### config.mk
export PLATFORM = sky130hd
export DESIGN_NAME = sc_regbackgtype_bank
export DESIGN_NICKNAME = d
export VERILOG_FILES = /design/src/rtl/sc_regbackgtype_bank.sv
export SDC_FILE = /design/constraint.sdc
export NUM_CORES = 1
export LEC_CHECK = 0
export ABC_AREA = 1
export CELL_PAD_IN_SITES_DETAIL_PLACEMENT = 1
export CELL_PAD_IN_SITES_GLOBAL_PLACEMENT = 1
export CORE_ASPECT_RATIO = 1.25
export CORE_MARGIN = 10
export CORE_UTILIZATION = 36
export DETAILED_ROUTE_END_ITERATION = 6
export PLACE_DENSITY_LB_ADDON = 0.12
export SETUP_SLACK_MARGIN = 0.2
export SLEW_MARGIN = 20
export SYNTH_ARGS = -nofsm -noshare
export SYNTH_HDL_FRONTEND = slang
export SYNTH_SLANG_ARGS = --single-unit
### constraint.sdc
create_clock -name SC_RegBACKGTYPE_CLOCK_50 -period 1.45 [get_ports SC_RegBACKGTYPE_CLOCK_50]
set_input_delay 0.29 -clock SC_RegBACKGTYPE_CLOCK_50 [delete_from_list [all_inputs] [get_ports SC_RegBACKGTYPE_CLOCK_50]]
set_output_delay 0.29 -clock SC_RegBACKGTYPE_CLOCK_50 [all_outputs]
set_load 0.02 [all_outputs]
### src/rtl/sc_regbackgtype_bank.sv
// Background-type row bank for the road display: DEPTH scrolling rows fed from the
// data bus, a fixed fill value or a 16-bit LFSR, with a shift counter and wrap pulse.

module sc_regbackgtype_bank_chk #(
    parameter int CNTWIDTH = 4
) (
    input logic                clk,
    input logic                rst,
    input logic [CNTWIDTH-1:0] cnt,
    input logic                wrap
);

    // A wrap pulse always coincides with a freshly wrapped counter and lasts one cycle.
    wrap_means_zero: assert property (@(posedge clk) disable iff (rst) wrap |-> (cnt == '0));
    wrap_one_cycle:  assert property (@(posedge clk) disable iff (rst) wrap |=> !wrap);

endmodule

module sc_regbackgtype_bank #(
    parameter int                              RegBACKGTYPE_DATAWIDTH  = 8,
    parameter int                              RegBACKGTYPE_DEPTH      = 4,
    parameter int                              RegBACKGTYPE_ADDRWIDTH  = 2,
    parameter int                              RegBACKGTYPE_CNTWIDTH   = 4,
    parameter logic [RegBACKGTYPE_DATAWIDTH-1:0] DATA_FIXED_INITREGBACKG = 8'b00000000,
    parameter logic [15:0]                     LFSR_SEED               = 16'hACE1
) (
    input  logic                              SC_RegBACKGTYPE_CLOCK_50,
    input  logic                              SC_RegBACKGTYPE_RESET_InHigh,
    input  logic                              SC_RegBACKGTYPE_clear_InLow,
    input  logic                              SC_RegBACKGTYPE_load_InLow,
    input  logic                              SC_RegBACKGTYPE_shift_InLow,
    input  logic                              SC_RegBACKGTYPE_mode_InHigh,
    input  logic [RegBACKGTYPE_ADDRWIDTH-1:0] SC_RegBACKGTYPE_rowsel_InBUS,
    input  logic [RegBACKGTYPE_DATAWIDTH-1:0] SC_RegBACKGTYPE_data_InBUS,
    output logic [RegBACKGTYPE_DATAWIDTH-1:0] SC_RegBACKGTYPE_data_OutBUS_2REG,
    output logic [RegBACKGTYPE_DATAWIDTH-1:0] SC_RegBACKGTYPE_data_OutBUS_2DISP,
    output logic [RegBACKGTYPE_CNTWIDTH-1:0]  SC_RegBACKGTYPE_shiftcnt_OutBUS,
    output logic                              SC_RegBACKGTYPE_wrap_OutHigh
);

    localparam int DW    = RegBACKGTYPE_DATAWIDTH;
    localparam int DEPTH = RegBACKGTYPE_DEPTH;
    localparam int AW    = RegBACKGTYPE_ADDRWIDTH;
    localparam int CW    = RegBACKGTYPE_CNTWIDTH;

    // Fibonacci right-shift LFSR, taps 16/14/13/11.
    function automatic logic [15:0] lfsr_next(input logic [15:0] cur);
        logic fb;
        fb = cur[0] ^ cur[2] ^ cur[3] ^ cur[5];
        return {fb, cur[15:1]};
    endfunction

    logic [DW-1:0] rows_r [DEPTH];
    logic [DW-1:0] rows_s [DEPTH];
    logic [15:0]   lfsr_r;
    logic [15:0]   lfsr_s;
    logic [CW-1:0] cnt_r;
    logic [CW-1:0] cnt_s;
    logic          wrap_r;
    logic          wrap_s;
    logic [DW-1:0] disp_s;

    // Next-state: clear beats shift, shift beats a plain load, otherwise hold.
    always_comb begin
        rows_s = rows_r;
        lfsr_s = lfsr_r;
        cnt_s  = cnt_r;
        wrap_s = 1'b0;
        if (!SC_RegBACKGTYPE_clear_InLow) begin
            for (int i = 0; i < DEPTH; i++) begin
                rows_s[i] = DATA_FIXED_INITREGBACKG;
            end
            lfsr_s = LFSR_SEED;
            cnt_s  = '0;
        end else if (!SC_RegBACKGTYPE_shift_InLow) begin
            for (int i = 1; i < DEPTH; i++) begin
                rows_s[i] = rows_r[i-1];
            end
            if (!SC_RegBACKGTYPE_load_InLow) begin
                rows_s[0] = SC_RegBACKGTYPE_data_InBUS;
            end else if (SC_RegBACKGTYPE_mode_InHigh) begin
                // Inserted row takes the pre-advance pattern.
                rows_s[0] = lfsr_r[DW-1:0];
                lfsr_s    = lfsr_next(lfsr_r);
            end else begin
                rows_s[0] = DATA_FIXED_INITREGBACKG;
            end
            cnt_s  = cnt_r + CW'(1'b1);
            wrap_s = (cnt_r == {CW{1'b1}});
        end else if (!SC_RegBACKGTYPE_load_InLow) begin
            rows_s[0] = SC_RegBACKGTYPE_data_InBUS;
        end else begin
            rows_s = rows_r;
        end
    end

    // State registers with asynchronous active-high reset.
    always_ff @(posedge SC_RegBACKGTYPE_CLOCK_50 or posedge SC_RegBACKGTYPE_RESET_InHigh) begin
        if (SC_RegBACKGTYPE_RESET_InHigh) begin
            for (int i = 0; i < DEPTH; i++) begin
                rows_r[i] <= '0;
            end
            lfsr_r <= LFSR_SEED;
            cnt_r  <= '0;
            wrap_r <= 1'b0;
        end else begin
            rows_r <= rows_s;
            lfsr_r <= lfsr_s;
            cnt_r  <= cnt_s;
            wrap_r <= wrap_s;
        end
    end

    // Display row mux; unmatched selects (rowsel >= DEPTH) read as zero.
    always_comb begin
        disp_s = '0;
        for (int i = 0; i < DEPTH; i++) begin
            disp_s = disp_s | ((SC_RegBACKGTYPE_rowsel_InBUS == AW'(i)) ? rows_r[i] : '0);
        end
    end

    assign SC_RegBACKGTYPE_data_OutBUS_2REG  = rows_r[DEPTH-1];
    assign SC_RegBACKGTYPE_data_OutBUS_2DISP = disp_s;
    assign SC_RegBACKGTYPE_shiftcnt_OutBUS   = cnt_r;
    assign SC_RegBACKGTYPE_wrap_OutHigh      = wrap_r;

    sc_regbackgtype_bank_chk #(
        .CNTWIDTH (CW)
    ) u_chk (
        .clk  (SC_RegBACKGTYPE_CLOCK_50),
        .rst  (SC_RegBACKGTYPE_RESET_InHigh),
        .cnt  (cnt_r),
        .wrap (wrap_r)
    );

endmodule
======== After elaboration in Yosys (flattened, before gate mapping) ========
Index checks and enable logic that the tools add are counted.
W data, S select, Z words.
cells by class
  add/sub/neg operators ................... 1
  equality and inequality tests ........... 8
  multiplexer cells ....................... 17
  bitwise logic cells ..................... 6
  reduce and logical (&&, ||, !) cells .... 2
operators with widths
  operator               number
  $mux W16               4
  $mux W32               2
  $mux W8                7
  $or A8 B8 Y8           3
  $mux W4                2
  $add A4 B1 Y4 const B  1
  $eq A2 B2 Y1 const B   2
  $eq A4 B4 Y1 const B   1
  $ne A2 B1 Y1 const B   2
  $ne A3 B3 Y1 const B   1
  $reduce_and A3 Y1      1
  $xor A1 B1 Y1          3
  $eq A2 B1 Y1 const B   1
  $logic_not A2 Y1       1
  $mux W1                2
  $ne A2 B2 Y1 const B   1
storage, ports and cells
  flip-flop bits (word level) ............. 53
  bits of input ports ..................... 16
  output and inout port bits .............. 21
  word-level logic and storage cells ...... 41

======== Logic depth before layout (Yosys ltp) ========
  depth in word-level cells ............... 7
  depth in mapped cells ................... 6
  depth with buffers taken out ............ 6

======== Worst setup path before layout ========
OpenSTA, ideal clock, no wires.
  kind .................................... input to output
  start point ............................. in SC_RegBACKGTYPE_rowsel_InBUS[1]
  end point ............................... out SC_RegBACKGTYPE_data_OutBUS_2DISP[0]
  arrival ................................. 879 ps
  data required time ...................... 1,160 ps
  setup slack ............................. 281 ps
  stages .................................. 4
  path buffers ............................ 0
  cells stage by stage .................... inv_1 > nor2_1 > nand2_1 > nand4_1
between the ends
  longest elaborated chain between the ends .. 5
  elaborated cells between the ends (all ways) .. 11
  those cells by class .................... 3 x eq/ne; 4 x mux; 3 x bitwise; 1 x reduce/logical
ends and longest elaborated chain
  what                                                     RTL line  source
  from (decl)                                              33        input logic [RegBACKGTYPE_ADDRWIDTH-1:0] SC_RegBACKGTYPE_rowsel_InBUS,
  $eq A2 B1 Y1 / $logic_not A2 Y1 (equally long branches)  118       disp_s = disp_s | ((SC_RegBACKGTYPE_rowsel_InBUS == AW'(i)) ? rows_r[i] : '0);
  $mux W8                                                  118
  $or A8 B8 Y8 (2 in a row)                                118
  $or A8 B8 Y8 *                                           118
  to (decl)                                                36        output logic [RegBACKGTYPE_DATAWIDTH-1:0] SC_RegBACKGTYPE_data_OutBUS_2DISP,
Every way passes the cells marked *; elsewhere a longest branch is shown, timed or not.

======== Worst setup path after layout ========
  start point ............................. reg rows_r[18] (netlist bit)
  end point ............................... out SC_RegBACKGTYPE_data_OutBUS_2DISP[2]
between the ends
  longest elaborated chain between the ends .. 4
ends and longest elaborated chain
  what                       RTL line  source
  from (decl)                53        logic [DW-1:0] rows_r [DEPTH];
  from (signal assigned)     107       rows_r <= rows_s;
  $mux W8                    118
  $or A8 B8 Y8 (3 in a row)  118
No other way between the ends.

==> run summary <==
Placement Setup Slack = -811 ps
Max_slew headroom = 80.5%
Final WS setup = 66.7 ps
Avg Inst Size Synth = 7.95 um^2
Crit path from = rows_r[18]$_DFFE_PP0P_
Vias per cell = 4.79
IO Port Bufs = 36
WP data arrival = 1090 ps
Layout fillers = 816
Vias post-DR = 2274
Top cells by area, synth = dfrtp_1 (45%), nand2_1 (19%), dfstp_2 (8.4%)
Final hold slack = 385 ps
FF-to-FF Start = SC_RegBACKGTYPE_shiftcnt_OutBUS[0]$_DFFE_PP0P_
CTS tree = yes
Delay-heaviest family, CP = flip-flops
Clock Sink Count = 53
IR drop worst, VDD = 0.418 mV
Clk_skew = 8.91 ps
CTS Buf Count = 5
Wire per inst = 14.4 um
Synth Warn # = 0
Fin crit share = 95.4%
Dpl hpwl = 5000 um
Cell accounting for the most synthesized area = dfrtp_1
Initial Utilization = 37.5%
Die footprint = 10700 um^2
Worst path cell trace = nand2_2 > nand4_1 > buf_6
Top Ports = 37
Fin util = 51.3%
Period minus WS final = 1380 ps
Cell Pwr Density = 893 nW/um^2
Cell row count = 33
ANT nets after route = 0
Fmax = 0.723 GHz
Largest net degree at the start of global routing = 54
Initial antenna violation count = 0
Area grow syn2layout = 36.8%
H-Tree Depth = 2
Final Hold Vio Count = 0
Synth top area share = 45.2%
Data required, critical path = 1160 ps
Core Area = 6650 um^2
Startpoint Class = flip-flop
CTS Root Cell = clkbuf_8
Synthesized area = 2490 um^2
Final max-slew violation count = 0
Seq/Total Area, Yosys = 53.7%
Crit-path max cell delay = 400 ps
RSZ-0062 raised after global routing = yes
Clk slew on worst S/H paths = 100 ps
Vias in the first global route = 2492
Library cells used by synthesis = 20
Slowest CP cell = dfrtp_1
Fraction of layout cells with a size suffix above 1 = 25.8%
TritonRoute pass-1 iters = 4
Count of final setup violators = 0
Max-Cap Viols = 0
Worst Tran Pin Value = 293 ps
Commonest non-fill, non-tap cell in the layout = nand2_1
Cts hold-fix bufs = 0
Total negative slack = 0 ps
Critical path class = reg2out
Syn nets = 330
GRT Residual Overflow = 0
Critical Path End Type = primary output
Gpl congestion = 0.728
Seq. cell area = 1340 um^2
Number of diodes = 0
Area occupied by multi-input gates = 957 um^2
Worst path buffer plus inverter count = 1
Final #Nets = 404
Synth Instances = 313
Post-synthesis register bit count = 53
Die height = 113 um
CP Max Fanout = 2
P_leak = 1.73 nW
Status = completed
Post-layout power = 0.00304 W
Total wire length = 6820 um
First DRT Iteration DRCs = 32
First-pass GRT wire length = 11800 um
Hold Crit Class = in2async
Most frequent cells in the layout = nand2_1 (124), dfrtp_1 (45), buf_4 (39)
Die Wd = 94.4 um
Clock insertion delay at the later pin of the skew report = 310 ps
Clk buf depth = 2
DRC viols = 0
Total GRT Usage = 13.4%
==> metal layers <==
metal	GRT usage, %	vias to the layer above	wire, um
met4	3.45	0	65
li1	-	1135	-
met2	23.5	27	3660
met3	3.04	5	237
met1	15.7	1107	2850
met5	0	-	0
==> through the flow <==
step,instances,area (um^2)
6_report,475,3410
5_1_grt,475,3410
4_1_cts,473,3350
3_5_place_dp,459,3200
3_3_place_gp,459,3200
2_1_floorplan,313,2490
==> sequential cells by signal (all words and copies together) (netlist names) <==
signal,flops
SC_RegBACKGTYPE_shiftcnt_OutBUS,4
lfsr_r,16
rows_r,24
SC_RegBACKGTYPE_data_OutBUS_2REG,8
SC_RegBACKGTYPE_wrap_OutHigh,1
==> logic make-up (layout without fill, tap and decap cells) <==
group                    after synthesis  after routing  synth area share (%)
flip-flops                            53             53                  53.7
AND/OR/NAND/NOR                      177            177                  29.7
buffers and inverters                 46            121                  8.49
AO/OA/AOI/OAI                         36             36                  7.64
adder cells (fa/ha/maj)                1              1                 0.502
==> tightest hold or removal path, stage by stage <==
cell and delay [ps]:
clkdlybuf4s50_1 440, clkinvlp_4 100, buf_12 250
==> worst paths after layout <==
check,slack [ps],end,depth (start not counted)
max,70,SC_RegBACKGTYPE_data_OutBUS_2DISP[2],3
min in group SC_RegBACKGTYPE_CLOCK_50,470,lfsr_r[11]$_DFFE_PP1P_,2
min,380,SC_RegBACKGTYPE_data_OutBUS_2REG[6]$_DFFE_PP0P_,3
max reg2reg,380,SC_RegBACKGTYPE_shiftcnt_OutBUS[2]$_DFFE_PP0P_,4
max in group asynchronous,750,lfsr_r[7]$_DFFE_PP1P_,3
min reg2reg,470,lfsr_r[11]$_DFFE_PP1P_,2
==> final cells by class <==
cell class / count / share of cell area [%]
multi-input combinational: 214 / 28.1
inverter: 31 / 3.53
clock inverter: 2 / 1.14
clock buffer: 6 / 2.13
tap: 87 / 3.19
timing repair buffer: 82 / 22.7
sequential: 53 / 39.2
==> synth_stat cells (all sizes together) <==
| cell | instances |
|---|---|
| a21oi | 11 |
| buf | 12 |
| clkbuf | 3 |
| clkinv | 1 |
| dfrtp | 45 |
| dfstp | 8 |
| ha | 1 |
| inv | 30 |
| nand2 | 131 |
| nand3 | 26 |
| nand4 | 8 |
| nor2 | 12 |
| o21ai | 17 |
| o22ai | 8 |
==> power breakdown <==
part           internal (W)  switching (W)  total, W
combinational      0.000203       0.000252  0.000455
sequential          0.00154      0.0000332   0.00158
clock              0.000519       0.000494   0.00101
total               0.00227       0.000779   0.00304
==> what timing repair did <==
item	CTS	global route
cloned	0	0
pin swaps	19	14
resized for setup	128	13
buffers inserted	6	2
endpoints found under the setup margin	29	34
Note: power is estimated with default switching activity, not from simulation.
